**config.mk**
```make
export PLATFORM = sky130hd
export DESIGN_NAME = usb_token_rx
export DESIGN_NICKNAME = d
export VERILOG_FILES = /design/src/rtl/usb_pkg.sv /design/src/rtl/usb_crc5_serial.sv /design/src/rtl/usb_token_rx.sv
export SDC_FILE = /design/constraint.sdc
export NUM_CORES = 1
export LEC_CHECK = 0
export BUFFER_PORTS_ARGS = -buffer_cell sky130_fd_sc_hd__buf_2
export CORE_AREA = 2 2 87 68
export CTS_CLUSTER_SIZE = 40
export DETAILED_ROUTE_END_ITERATION = 7
export DIE_AREA = 0 0 89 70
export HOLD_SLACK_MARGIN = 0.12
export PLACE_DENSITY = 0.75
export SYNTH_ARGS = -nofsm -noshare
export SYNTH_HDL_FRONTEND = slang
export SYNTH_HIERARCHICAL = 1
export SYNTH_SLANG_ARGS = --single-unit
```
**constraint.sdc**
```tcl
create_clock -name clk -period 2.2 [get_ports clk]
set_clock_uncertainty 0.2 [all_clocks]
set_input_delay 0.22 -clock clk [delete_from_list [all_inputs] [get_ports clk]]
set_output_delay 0.22 -clock clk [all_outputs]
set_load 0.005 [all_outputs]
```
**src/rtl/usb_pkg.sv**
```systemverilog
// Shared USB receive-path definitions: PID codes, CRC5 constants, token decoder states.
package usb_pkg;

  typedef enum logic [3:0] {
    PID_OUT   = 4'h1,
    PID_ACK   = 4'h2,
    PID_DATA0 = 4'h3,
    PID_SOF   = 4'h5,
    PID_IN    = 4'h9,
    PID_NAK   = 4'hA,
    PID_DATA1 = 4'hB,
    PID_SETUP = 4'hD,
    PID_STALL = 4'hE
  } pid_t;

  localparam logic [4:0] CRC5_POLY    = 5'h05;
  localparam logic [4:0] CRC5_INIT    = 5'h1F;
  localparam logic [4:0] CRC5_RESIDUE = 5'h0C;

  typedef enum logic [2:0] {
    ST_IDLE,
    ST_PID,
    ST_BODY,
    ST_WAIT_EOP,
    ST_DROP
  } rx_state_t;

  // True for the four PIDs that carry a token body (OUT, IN, SOF, SETUP).
  function automatic logic is_token_pid(input logic [3:0] p);
    return (p == PID_OUT) || (p == PID_IN) || (p == PID_SOF) || (p == PID_SETUP);
  endfunction

endpackage

```
**src/rtl/usb_crc5_serial.sv**
```systemverilog
// Serial CRC5 LFSR (x^5+x^2+1). crc_next exposes the value one shift ahead so
// the decoder can judge a packet whose last bit and EOP share a cycle.
module usb_crc5_serial #(
  parameter logic [4:0] INIT = usb_pkg::CRC5_INIT
) (
  input  logic       clk,
  input  logic       n_rst,
  input  logic       clear,
  input  logic       shift_en,
  input  logic       data_in,
  output logic [4:0] crc,
  output logic [4:0] crc_next
);
  import usb_pkg::*;

  logic fb;

  assign fb       = crc[4] ^ data_in;
  assign crc_next = {crc[3:0], 1'b0} ^ (fb ? CRC5_POLY : 5'h00);

  // CRC register: clear has priority over shifting.
  always_ff @(posedge clk or negedge n_rst) begin
    if (!n_rst)        crc <= INIT;
    else if (clear)    crc <= INIT;
    else if (shift_en) crc <= crc_next;
  end

endmodule

```
**src/rtl/usb_token_rx.sv**
```systemverilog
// USB token packet decoder: PID check, 16-bit body capture, CRC5 residue check,
// registered single-cycle status strobes one cycle after the deciding sample.
module usb_token_rx #(
  parameter logic [4:0] CRC5_INIT    = usb_pkg::CRC5_INIT,
  parameter logic [4:0] CRC5_RESIDUE = usb_pkg::CRC5_RESIDUE
) (
  input  logic        clk,
  input  logic        n_rst,
  input  logic        rx_sop,
  input  logic        rx_bit,
  input  logic        rx_bit_valid,
  input  logic        rx_eop,
  input  logic        rx_abort,
  output logic [3:0]  token_pid,
  output logic [6:0]  token_addr,
  output logic [3:0]  token_endp,
  output logic [10:0] frame_num,
  output logic        token_valid,
  output logic        crc_err,
  output logic        pid_err,
  output logic        len_err
);
  import usb_pkg::*;

  rx_state_t   state, state_n;
  logic [4:0]  cnt, cnt_n;
  logic [7:0]  pid_byte, pid_byte_n;
  logic [15:0] body, body_n;
  logic [4:0]  crc, crc_next;
  logic        crc_clear, crc_shift, load_fields;
  logic        token_valid_n, crc_err_n, pid_err_n, len_err_n;

  usb_crc5_serial #(.INIT(CRC5_INIT)) u_crc (
    .clk      (clk),
    .n_rst    (n_rst),
    .clear    (crc_clear),
    .shift_en (crc_shift),
    .data_in  (rx_bit),
    .crc      (crc),
    .crc_next (crc_next)
  );

  // Next-state, datapath and strobe decode; a same-cycle bit is consumed before EOP is judged.
  always_comb begin
    state_n       = state;
    cnt_n         = cnt;
    pid_byte_n    = pid_byte;
    body_n        = body;
    crc_clear     = 1'b0;
    crc_shift     = 1'b0;
    load_fields   = 1'b0;
    token_valid_n = 1'b0;
    crc_err_n     = 1'b0;
    pid_err_n     = 1'b0;
    len_err_n     = 1'b0;
    if (rx_sop) begin
      state_n   = ST_PID;
      cnt_n     = '0;
      crc_clear = 1'b1;
    end else if (rx_abort) begin
      state_n = ST_IDLE;
      cnt_n   = '0;
    end else begin
      unique case (state)
        ST_IDLE: ;
        ST_PID: begin
          if (rx_bit_valid) begin
            pid_byte_n = {rx_bit, pid_byte[7:1]};
            cnt_n      = cnt + 5'd1;
          end
          if (rx_bit_valid && cnt == 5'd7) begin
            cnt_n = '0;
            if (pid_byte_n[7:4] != ~pid_byte_n[3:0]) begin
              pid_err_n = 1'b1;
              state_n   = rx_eop ? ST_IDLE : ST_DROP;
            end else if (!is_token_pid(pid_byte_n[3:0])) begin
              state_n = rx_eop ? ST_IDLE : ST_DROP;
            end else if (rx_eop) begin
              len_err_n = 1'b1;
              state_n   = ST_IDLE;
            end else begin
              state_n   = ST_BODY;
              crc_clear = 1'b1;
            end
          end else if (rx_eop) begin
            len_err_n = 1'b1;
            state_n   = ST_IDLE;
          end
        end
        ST_BODY: begin
          if (rx_bit_valid) begin
            body_n[cnt[3:0]] = rx_bit;
            crc_shift        = 1'b1;
            cnt_n            = cnt + 5'd1;
          end
          if (cnt_n == 5'd16) begin
            if (rx_eop) begin
              state_n = ST_IDLE;
              if (crc_next == CRC5_RESIDUE) begin
                token_valid_n = 1'b1;
                load_fields   = 1'b1;
              end else begin
                crc_err_n = 1'b1;
              end
            end else begin
              state_n = ST_WAIT_EOP;
            end
          end else if (rx_eop) begin
            len_err_n = 1'b1;
            state_n   = ST_IDLE;
          end
        end
        ST_WAIT_EOP: begin
          if (rx_bit_valid) begin
            len_err_n = 1'b1;
            state_n   = rx_eop ? ST_IDLE : ST_DROP;
          end else if (rx_eop) begin
            state_n = ST_IDLE;
            if (crc == CRC5_RESIDUE) begin
              token_valid_n = 1'b1;
              load_fields   = 1'b1;
            end else begin
              crc_err_n = 1'b1;
            end
          end
        end
        ST_DROP: begin
          if (rx_eop) state_n = ST_IDLE;
        end
        default: state_n = ST_IDLE;
      endcase
    end
  end

  // State, datapath and output registers; fields change only with token_valid.
  always_ff @(posedge clk or negedge n_rst) begin
    if (!n_rst) begin
      state       <= ST_IDLE;
      cnt         <= '0;
      pid_byte    <= '0;
      body        <= '0;
      token_valid <= 1'b0;
      crc_err     <= 1'b0;
      pid_err     <= 1'b0;
      len_err     <= 1'b0;
      token_pid   <= '0;
      token_addr  <= '0;
      token_endp  <= '0;
      frame_num   <= '0;
    end else begin
      state       <= state_n;
      cnt         <= cnt_n;
      pid_byte    <= pid_byte_n;
      body        <= body_n;
      token_valid <= token_valid_n;
      crc_err     <= crc_err_n;
      pid_err     <= pid_err_n;
      len_err     <= len_err_n;
      if (load_fields) begin
        token_pid  <= pid_byte[3:0];
        token_addr <= body_n[6:0];
        token_endp <= body_n[10:7];
        frame_num  <= body_n[10:0];
      end
    end
  end

endmodule

```
Word level (Yosys, flattened, before mapping)
Cells that the tools add are included.

Input port bits: 7. Bits in registers: 67. Word-level logic and storage cells: 122. Output and inout port bits: 30.

Bitwise operators: 5. Multiplexer cells: 76. Add/subtract/negate cells: 1. Reductions and logical operators: 10. $lt $le $gt $ge: 2. Equality and inequality tests: 14.

Operators with widths (number): $mux W5 (9); $mux W11 (4); $mux W1 (40); $mux W8 (4); $mux W3 (10); $bwmux W16 (1); $pmux W3 S5 (1); $eq A5 B4 Y1 const B (2); $pmux W5 S2 (1); $eq A4 B4 Y1 const B (2); $eq A3 B2 Y1 const B (2); $add A5 B1 Y5 const B (1); $eq A5 B3 Y1 const B (1); $eq A5 B5 Y1 const B (1); $lt A4 B5 Y1 const B (1); $xor A5 B5 Y5 (1); $demux W1 S4 (1); $eq A4 B1 Y1 const B (1); $eq A4 B3 Y1 const B (1); $ge A4 B1 Y1 const B (1); $mux W2 (2); $ne A4 B4 Y1 (1); $not A4 Y4 (1); $pmux W1 S2 (2); other kinds (13) (17).

Logic depth before layout (Yosys ltp)
Gate-level depths: netlist of the first run.

Word-level depth: 15. Depth in mapped cells: 8. Gate-level depth less buffers: 7.

Modules after synthesis
Netlist of the first run, hierarchy kept.

Modules (own cells, without submodules): usb_token_rx (area each 2469.9 µm², times used 1, seq. area each 1151.1 µm², cells an instance 210); usb_crc5_serial (area each 281.5 µm², times used 1, seq. area each 131.4 µm², cells an instance 22).

Worst setup path before layout of the first run
No wires, ideal clock.

Kind: register to register. Start: reg u_crc.crc[4]. End: reg frame_num[6]. Slack: -0.259 ns. Library setup time: 0.125 ns. Path buffers: 2. Data required time: 1.875 ns. Arrival time: 2.133 ns. Cell stages (with the launch flop): 8. Period minus slack after synthesis: 2.459 ns. Cells stage by stage: dfstp_2 -> xor2_1 -> buf_4 -> or4_1 -> nor4_4 -> a32oi_2 -> buf_6 -> mux2_4.

Longest elaborated chain between the ends: 10. Elaborated cells on any way between the ends: 14. Those cells by class: eq/ne (2); mux (10); bitwise (2).

Ends and longest elaborated chain: from (decl) (line usb_crc5_serial.sv:11) `output logic [4:0] crc,`; from (signal assigned) (line usb_crc5_serial.sv:25) `else if (shift_en) crc <= crc_next;`; $xor A1 B1 Y1 (line usb_crc5_serial.sv:18) `assign fb = crc[4] ^ data_in;`; named net u_crc.fb (line usb_crc5_serial.sv:16) `logic fb;`; $mux W3 (line usb_crc5_serial.sv:19) `assign crc_next = {crc[3:0], 1'b0} ^ (fb ? CRC5_POLY : 5'h00);`; $xor A5 B5 Y5 (line usb_crc5_serial.sv:19); named net crc_next[0] (line usb_token_rx.sv:29) `logic [4:0] crc, crc_next;`; $eq A5 B4 Y1 (line usb_token_rx.sv:99) `if (crc_next == CRC5_RESIDUE) begin`; $mux W1 (line usb_token_rx.sv:99); $mux W1 (line usb_token_rx.sv:97) `if (rx_eop) begin`; $mux W1 (line usb_token_rx.sv:96) `if (cnt_n == 5'd16) begin`; $pmux W1 S2 (line usb_token_rx.sv:64) `unique case (state)`; $mux W1 (line usb_token_rx.sv:60) `end else if (rx_abort) begin`; $mux W1 (line usb_token_rx.sv:56) `if (rx_sop) begin`; to (signal assigned) (line usb_token_rx.sv:163) `frame_num <= body_n[10:0];`; to (decl) (line usb_token_rx.sv:17) `output logic [10:0] frame_num,`.

The timed path passes the listed nets, and every way through them passes these cells. A chain may end at the register's enable or synchronous reset.

Final worst setup path of the first run
Start: reg u_crc.crc[4]. End: reg token_addr[5].

Longest elaborated chain between the ends: 10. Elaborated cells on any way between the ends: 14. Those cells by class: eq/ne (2); mux (10); bitwise (2).

Ends and longest elaborated chain: $xor A1 B1 Y1 (line usb_crc5_serial.sv:18); $mux W3 (line usb_crc5_serial.sv:19); $xor A5 B5 Y5 (line usb_crc5_serial.sv:19); named net crc_next[2] (line usb_token_rx.sv:29); $eq A5 B4 Y1 (line usb_token_rx.sv:99); $mux W1 (line usb_token_rx.sv:99); $mux W1 (line usb_token_rx.sv:97); $mux W1 (line usb_token_rx.sv:96); $pmux W1 S2 (line usb_token_rx.sv:64); $mux W1 (line usb_token_rx.sv:60); $mux W1 (line usb_token_rx.sv:56); to (signal assigned) (line usb_token_rx.sv:161) `token_addr <= body_n[6:0];`; to (decl) (line usb_token_rx.sv:15) `output logic [6:0] token_addr,`.

The timed path passes the listed nets, and every way through them passes these cells.

==> results of run 1 <==
==> flip-flops by register name (all words and copies together), names as in the netlist, 3 cells and up <==
signal      flops
token_addr      6
token_endp      4
token_pid       4
pid_byte        8
state           3
cnt             5
u_crc/crc       5
body           11
==> worst max-delay path, stage by stage (launching register included) <==
cell and delay (ns):
dfstp_2 0.57, xor3_2 0.24, nand2_2 0.05, or4_4 0.43
nor4_4 0.15, a32oi_2 0.10, buf_12 0.19, mux2_4 0.30
==> metal layers <==
layer / vias to the layer above / wire, microns / track usage (%)
li1: 916 / - / -
met1: 941 / 2656 / 29.56
met2: 58 / 2614 / 29.19
met3: 6 / 222 / 3.310
met4: 0 / 37 / 5.804
met5: - / 0 / 0
==> synthesized netlist by cell type, drive strengths merged, types with 4 or more instances <==
master	number	area (sq um)
nor2	21	78.83
xnor2	6	52.55
nand2	14	52.55
xor2	5	43.79
ha	4	50.05
dfstp	5	131.4
dfrtp	46	1151
nand3	9	45.04
a211o	6	52.55
nor2b	7	46.30
mux2	34	435.4
buf	22	171.4
nor4	4	70.07
==> layout by cell type (no fill, tap or decap), types with 4 or more instances in the layout <==
master / synthesis / final
buf_4: 17 / 33
mux2_1: 8 / 4
dfstp_2: 5 / 5
nor2_1: 21 / 20
nand3_1: 9 / 9
xor2_1: 5 / 5
ha_1: 4 / 4
nor2b_1: 6 / 5
dfrtp_1: 46 / 46
mux2_4: 14 / 18
dlygate4sd3_1: 0 / 4
clkbuf_8: 0 / 6
buf_2: 2 / 36
a211o_1: 6 / 6
mux2_2: 12 / 12
xnor2_1: 6 / 6
nand2_1: 14 / 13
==> final cells by class <==
cell class | count | area share [%]
Multi-Input combinational cell | 154 | 39.73
Inverter | 3 | 0.3431
Timing Repair Buffer | 74 | 14.87
Clock inverter | 2 | 0.4956
Tap cell | 78 | 2.974
Clock buffer | 6 | 2.516
Sequential cell | 51 | 39.08
==> repair_timing <==
action                                 CTS  global route
hold buffers                             4             0
setup endpoints to repair               15            20
endpoints found under the hold margin   50             0
buffers inserted                         1             0
resized for setup                        3             2
==> logic make-up (layout without fill, tap and decap cells) <==
kind of cell / count (synthesis) / after routing / share of synthesized area [%]
AOI/OAI and AO/OA: 25 / 25 / 7.504
xor gates and xnor gates: 12 / 12 / 4.411
adders and majority gates: 4 / 4 / 1.819
buffers and inverters: 27 / 85 / 6.957
DFF: 51 / 51 / 46.61
muxes: 35 / 35 / 16.19
and+or+nand+nor: 78 / 78 / 16.51
==> worst paths after layout <==
| kind | start | to | depth (start not counted) |
|---|---|---|---|
| min reg2reg | body[4] | body[4] | 1 |
| max | u_crc/crc[4] | token_addr[5] | 7 |
| min | rx_eop | crc_err | 3 |
| max in group asynchronous | n_rst | u_crc/crc[0] | 3 |
| max reg2reg | u_crc/crc[4] | token_addr[5] | 7 |
| min in group asynchronous | n_rst | frame_num[6] | 2 |
==> power groups by stage <==
| stage | Sequential, mW | Clock [mW] | Combinational, mW |
|---|---|---|---|
| after global placement | 1.03 | 0 | 0.179 |
| after detailed placement | 1.03 | 0 | 0.185 |
| final | 1.02 | 0.576 | 0.193 |
| after floorplan | 1.03 | 0 | 0.118 |
| after CTS | 1.02 | 0.587 | 0.192 |
| after global routing | 1.03 | 0.620 | 0.215 |
==> stage by stage <==
| stage | hold WS, ns | area (sq um) |
|---|---|---|
| after detailed placement | -0.03283 | 3119 |
| after floorplan | -0.2756 | 2761 |
| after global routing | 0.1650 | 3282 |
| after global placement | -0.03582 | 3119 |
| after CTS | 0.1221 | 3277 |
| final | 0.1314 | 3282 |
==> flow_summary.yaml, run 1 <==
worst_setup_path:
  cp-start-kind: "flop"
  cp_max_fo: 15
  crit_required_ns: 2.20
  cp.arrival_ns: 2.34
  r2r_setup_slack_ns: -0.15
  crit_type: "flop to flop"
  cp-end-kind: "flop"
clock_tree:
  clockRootBuffer: "clkbuf_8"
  clk_latency_ns: 0.31
  clk_path_buf_depth: 2
  clkTransAtPathRegs_ns: 0.09
  cts_tree: "done"
  htree_levels: 2
  cts_buffers: 5
  cts.sinks: 51
pwr:
  power_mw: 1.788
  p_clk_share_pct: 32.2
  powerDensity_nw_per_um2: 544.9
  p_leak_nw: 1.648
  power_frac_comb_pct: 10.8
  power_switching_mw: 0.4559
  irDropWorstVdd_mv: 0.4077
  switching_share_pct: 25.50
  internal-power_mw: 1.332
  pwr-share-seq_pct: 57.0
global_routing:
  first_global_vias: 1880
  grt_max_degree: 19
  antenna_found_initial: 0
  grt_overflow: 0
  grt_use_total_pct: 19.66
  grt_first_pass_wirelength_microns: 9473
layout:
  multi_input_area_sq_um: 1304
  n_antenna_cell: 0
  layout.nets: 300
  fillers: 475
  syn2layout_area_growth_pct: 19.28
  final_layout_size_suffix_gt1_share_pct: 44.48
  utilization_pct: 59.40
  regArea_sq_um: 1282
  final_cells: 368
synth:
  post_synth.cell_area_avg_sq_um: 11.86
  ys_seq_area_share_pct: 46.61
  synth_cell_type_count: 51
  netlist_area_sq_um: 2751
  synth_edf_count: 0
  synth_warnings: 6
  synth_nets: 243
  async_flop_share_pct: 100.0
  synthFlopType: "dfrtp_1"
  syn-instance-count: 232
  ys_ff_latch: 51
floorplan:
  die_w_microns: 89
  ios: 37
  coreArea_sq_um: 5525
  num_rows: 24
  die_area_sq_um: 6230
  initial_core_util_pct: 49.80
  die_h_microns: 70
outcome:
  violations: "setup timing"
  status: "finished with violations"
routing:
  vias_per_cell: 5.220
  dr.pass1.iters: 4
  vias: 1921
  first_iter_violations: 169
  routed_wl_microns: 5530
  drc_errors: 0
  final_antenna_net_count: 0
  wire_per_inst_microns: 15.03
timing:
  period_needed_ns: 2.346
  setup_viol: 15
  max_slew_margin_pct: 69.49
  worst_pin_slew_ns: 0.4566
  finalHoldViolCount: 0
  setup_slack_ns: -0.1458
  max_freq_ghz: 0.4263
  rsz0062_at_grt: "true"
  tns_ns: -1.993
  min_period_over_period_pct: 106.6
  maxSlewViolCount: 0
min_path:
  hold_class: "primary input to flop"
placement:
  port_buffers: 36
  place_ws_ns: -0.1640
  dp.cells: 355
  hpwl_microns: 4074
  place_congestion: 0.8825
flow_run:
  maxCapViolCount: 0
Note: power is estimated with default switching activity, not from simulation.
==> inputs of run 2 (changes only) <==
--- a/config.mk
+++ b/config.mk
@@ -6,12 +6,12 @@
 export NUM_CORES = 1
 export LEC_CHECK = 0
 export BUFFER_PORTS_ARGS = -buffer_cell sky130_fd_sc_hd__buf_2
-export CORE_AREA = 2 2 87 68
+export CORE_AREA = 2 2 89 70
 export CTS_CLUSTER_SIZE = 40
 export DETAILED_ROUTE_END_ITERATION = 7
-export DIE_AREA = 0 0 89 70
+export DIE_AREA = 0 0 91 72
 export HOLD_SLACK_MARGIN = 0.12
-export PLACE_DENSITY = 0.75
+export PLACE_DENSITY = 0.76
 export SYNTH_ARGS = -nofsm -noshare
 export SYNTH_HDL_FRONTEND = slang
 export SYNTH_HIERARCHICAL = 1
==> run 2 against run 1 <==
Net effect:
- the run still ends with setup timing left
- first-iteration DRC count is 52% lower
- setup slack worse by 0.019 ns
- critical path depth stayed put
- core utilization is 1.0 points lower
- sequential power hardly changed
- sequential share of layout area is 0.18 points lower
- cell count is 0.27% lower
- via count is 0.42% higher
- power hardly changed
- sequential cell count stayed put
- fmax is 0.78% lower
- combinational power hardly changed
- critical path type unchanged
- largest power group unchanged
==> flow_summary.yaml, run 2 (synthesized netlist as in run 1, its figures left out) <==
outcome:
  status: "finished with violations"
  violations: "setup timing"
global_routing:
  grt_overflow: 0
  grt_max_degree: 31
  grt_use_total_pct: 18.25
  grt_first_pass_wirelength_microns: 9528
  first_global_vias: 1915
  antenna_found_initial: 0
clock_tree:
  post_cts_buffers: 0
  clk_path_buf_depth: 2
  cts_tree: "done"
  htree_levels: 2
  cts.sinks: 51
  clkTransAtPathRegs_ns: 0.10
  cts_buffers: 5
  clk_latency_ns: 0.31
  clockRootBuffer: "clkbuf_8"
layout:
  multi_input_area_sq_um: 1313
  final_area_sq_um: 3297
  layout_commonest_cell: "dfrtp_1"
  regArea_sq_um: 1282
  top_register: "body"
  n_antenna_cell: 0
  syn2layout_area_growth_pct: 19.83
  utilization_pct: 58.40
  largest_register_ffs: 11
  layout_common_cells: "dfrtp_1 (46), buf_2 (36), buf_4 (30)"
  fillers: 480
  largestRegisters: "body: 11 flops, pid_byte: 8 flops, token_addr: 6 flops"
  final_layout_size_suffix_gt1_share_pct: 44.64
  layout.nets: 299
routing:
  dr.pass1.iters: 4
  vias: 1929
  drc_errors: 0
  dr_wl_met2_microns: 2531
  wire_per_inst_microns: 14.96
  vias_per_cell: 5.256
  first_iter_violations: 81
  drt-met1-wl_microns: 2673
  wl_met3_microns: 241
  routed_wl_microns: 5491
  final_antenna_net_count: 0
  top_layer: "met4"
pwr:
  power_switching_mw: 0.4756
  pwr-share-seq_pct: 57.0
  internal-power_mw: 1.314
  powerDensity_nw_per_um2: 542.7
  p_leak_nw: 1.656
  irDropWorstVdd_mv: 0.4414
  switching_share_pct: 26.58
  p_clk_share_pct: 32.2
  power_frac_comb_pct: 10.9
worst_setup_path:
  cp.arrival_ns: 2.36
  cp-end-kind: "flop"
  crit_type: "flop to flop"
  cp_max_fo: 15
  crit_required_ns: 2.20
  cp-start-kind: "flop"
flow_run:
  maxCapViolCount: 0
timing:
  max_freq_ghz: 0.4230
  min_period_over_period_pct: 107.5
  tns_ns: -2.319
  finalHoldViolCount: 0
  rsz0062_at_grt: "true"
  period_needed_ns: 2.364
  max_slew_margin_pct: 64.61
  maxSlewViolCount: 0
  worst_pin_slew_ns: 0.5308
  setup_viol: 15
  setup_slack_ns: -0.1643
floorplan:
  initial_core_util_pct: 48.74
  ios: 37
  die_area_sq_um: 6552
  die_h_microns: 72
  die_w_microns: 91
  num_rows: 24
  coreArea_sq_um: 5645
placement:
  hpwl_microns: 4015
  place_congestion: 0.8700
  dpl_cell_area_sq_um: 3124
  port_buffers: 36
min_path:
  hold_class: "primary input to flop"
run 2: cell types whose count changed in the layout (fill, tap and decap cells not counted), sizes merged:
cell	before	now
dlygate4sd3	4	5
buf	70	68
inv	3	4
clkbuf	6	5
clkinv	1	2
clkinvlp	1	0
run 2: repair_timing:
item                                    in CTS  in global routing
endpoints found under the setup margin      15                 20
gates resized for setup                      3                  4
hold buffers                                 5                  0
hold endpoints to repair                    55                  0
run 2: layout make-up:
type,count,share of cell area (%)
clock buffers,5,2.087
clock inverters,3,0.8729
inverters,3,0.3416
multi-input cells,154,39.81
flip-flops and latches,51,38.90
well taps,78,2.960
repair buffers,73,15.03
run 2: stage by stage:
stage	cells	total power [mW]	setup WS (ns)	hold WS, ns
after global placement	354	1.216	-0.1245	0.02721
final	367	1.789	-0.1643	0.1473
after global routing	367	1.869	-0.2495	0.1677
after floorplan	232	1.145	-0.2008	-0.2756
after CTS	367	1.799	-0.1853	0.1405
after detailed placement	354	1.224	-0.1940	0.02880
run 2: worst paths after layout:
check,from,end,slack (ns),cells after the start
setup / recovery,u_crc/crc[4],token_addr[3],-0.16,7
hold / removal,rx_sop,cnt[4],0.15,4
setup reg to reg,u_crc/crc[4],token_addr[3],-0.16,7
hold reg to reg,body[6],body[6],0.30,1
max in group asynchronous,n_rst,cnt[0],1.04,3
min in group asynchronous,n_rst,state[0],0.22,2
run 2: power by group through the flow:
stage               sequential (mW)  combinational, mW  clock (mW)
finish                         1.02              0.194       0.576
global route                   1.03              0.219       0.624
CTS                            1.02              0.195       0.585
detailed placement             1.04              0.187           0
global placement               1.03              0.182           0
floorplan                      1.03              0.118           0
run 2: routing by layer:
metal	vias up	GRT usage [%]
met3	7	3.531
met2	50	28.81
met5	-	0
met4	0	4.882
met1	959	26.19
li1	913	-
run 2: critical path: stages, from the launching register on:
cell,delay (ns)
dfstp_2,0.57
xor3_2,0.24
nand2_2,0.05
or4_4,0.44
nor4_4,0.16
a32oi_2,0.10
buf_12,0.19
mux2_4,0.30
==> inputs of run 3 (changes only) <==
--- a/config.mk
+++ b/config.mk
@@ -11,7 +11,9 @@
 export DETAILED_ROUTE_END_ITERATION = 7
 export DIE_AREA = 0 0 91 72
 export HOLD_SLACK_MARGIN = 0.12
+export MAX_ROUTING_LAYER = met4
 export PLACE_DENSITY = 0.76
+export RECOVER_POWER = 50
 export SYNTH_ARGS = -nofsm -noshare
 export SYNTH_HDL_FRONTEND = slang
 export SYNTH_HIERARCHICAL = 1
==> run 3 against run 2 <==
Net effect:
- the run still ends with setup timing left
- sequential power is essentially flat
- setup slack lost 0.043 ns
- routed wire length grew 4.0%
- die area is the same
==> flow_summary.yaml, run 3 (synthesized netlist as in run 1, its figures left out) <==
layout:
  final_cells: 368
  final_layout_size_suffix_gt1_share_pct: 43.10
  fillers: 481
  largest_register_ffs: 11
  layout_common_cells: "dfrtp_1 (46), buf_4 (32), buf_2 (31)"
  syn2layout_area_growth_pct: 19.14
  n_antenna_cell: 0
  top_register: "body"
  layout.nets: 300
  largestRegisters: "body: 11 flops, pid_byte: 8 flops, token_addr: 6 flops"
  utilization_pct: 58.07
  regArea_sq_um: 1282
  final_area_sq_um: 3278
  layout_commonest_cell: "dfrtp_1"
  multi_input_area_sq_um: 1306
floorplan:
  die_h_microns: 72
  initial_core_util_pct: 48.74
  coreArea_sq_um: 5645
  num_rows: 24
  die_area_sq_um: 6552
  die_w_microns: 91
  ios: 37
timing:
  finalHoldViolCount: 0
  maxSlewViolCount: 0
  max_slew_margin_pct: 17.06
  min_period_over_period_pct: 109.4
  whs_ns: 0.1528
  worst_pin_slew_ns: 1.244
  max_freq_ghz: 0.4153
  period_needed_ns: 2.408
  setup_viol: 15
  rsz0062_at_grt: "true"
  setup_slack_ns: -0.2077
  tns_ns: -2.898
worst_setup_path:
  crit_chain: "xor3_2 > nand2_2 > or4_4 > nor4_4 > a32oi_2 > buf_12 > mux2_4"
  cp_max_fo: 15
  crit_type: "flop to flop"
  crit_slowest_cell: "dfstp_2"
  slowest_delay_ns: 0.58
  cp.arrival_ns: 2.39
  worstReg2RegEnd: "token_addr[3]"
  crit_required_ns: 2.19
  crit_start: "u_crc/crc[4]"
  cp-end-kind: "flop"
  reg2reg_depth: 7
  r2r-start: "u_crc/crc[4]"
  r2r_setup_slack_ns: -0.21
  cp-start-kind: "flop"
global_routing:
  antenna_found_initial: 0
  grt_use_total_pct: 19.33
  grt_overflow: 0
  grt_first_pass_wirelength_microns: 9763
  grt_max_degree: 31
  first_global_vias: 2039
placement:
  dpl_cell_area_sq_um: 3124
  dp.cells: 354
  place_congestion: 0.8919
  hpwl_microns: 4189
  place_ws_ns: -0.1861
  port_buffers: 36
routing:
  vias_per_cell: 5.261
  dr_wl_met2_microns: 2675
  routed_wl_microns: 5710
  wl_met3_microns: 277
  dr.pass1.iters: 5
  top_layer: "met4"
  drc_errors: 0
  wire_per_inst_microns: 15.52
  drt-met1-wl_microns: 2692
  final_antenna_net_count: 0
  vias: 1936
  first_iter_violations: 72
min_path:
  hold_depth: 4
  hold_start: "rx_sop"
  min_to: "cnt[0]"
  hold_class: "primary input to flop"
outcome:
  violations: "setup timing"
  status: "finished with violations"
clock_tree:
  clk_path_buf_depth: 2
  clockRootBuffer: "clkbuf_8"
  cts_tree: "done"
  clk_latency_ns: 0.31
  clkTransAtPathRegs_ns: 0.10
  htree_levels: 2
  cts.sinks: 51
  cts_buffers: 5
pwr:
  power_mw: 1.774
  irDropWorstVdd_mv: 0.4538
  p_leak_nw: 1.625
  powerDensity_nw_per_um2: 541.2
flow_run:
  maxCapViolCount: 0
==> run 3: final cells by class <==
type / instances / share of cell area, %
Clock inverter: 3 / 0.8397
Timing Repair Buffer: 74 / 14.77
Sequential cell: 51 / 39.12
Tap cell: 78 / 2.977
Inverter: 3 / 0.3435
Clock buffer: 5 / 2.099
Multi-Input combinational cell: 154 / 39.85
==> run 3: layer usage <==
layer  vias to the layer above  global-route usage [%]
met2                        64                   30.12
met1                       951                   26.56
met4                         0                   5.051
met5                         -                       -
met3                         6                   3.427
li1                        915                       -
==> run 3: how the worst max path moves through the flow <==
| stage | end | slack (ns) | cells after the start |
|---|---|---|---|
| 2_1_floorplan | frame_num[6] | -0.20 | 7 |
| 3_3_place_gp | token_pid[1] | -0.12 | 7 |
| 3_5_place_dp | token_endp[0] | -0.19 | 7 |
| 4_1_cts | token_addr[3] | -0.21 | 7 |
| 5_1_grt | token_addr[3] | -0.29 | 7 |
| 6_report | token_addr[3] | -0.21 | 7 |
==> run 3: report_power, final <==
part	total, mW	switching, mW	internal, mW
Clock	0.562	0.328	0.234
Sequential	1.02	0.0405	0.978
Combinational	0.194	0.0966	0.0974
Total	1.77	0.465	1.31
==> run 3: timing repair <==
| item | 4_1_cts | 5_1_grt |
|---|---|---|
| endpoints found under the setup margin | 15 | 23 |
| gates resized for setup | 2 | 5 |
| hold endpoints to repair | 38 | 0 |
| buffers inserted | 0 | 1 |
| hold buffers | 5 | 0 |
==> run 3: worst max-delay path: cells and delay by family, from the launching register on <==
kind                   cells  cell delay (ns)
flip-flops                 1             0.58
AO/OA/AOI/OAI              1             0.11
AND/OR/NAND/NOR            3             0.65
XOR/XNOR                   1             0.24
multiplexers               1             0.30
buffers and inverters      1             0.19
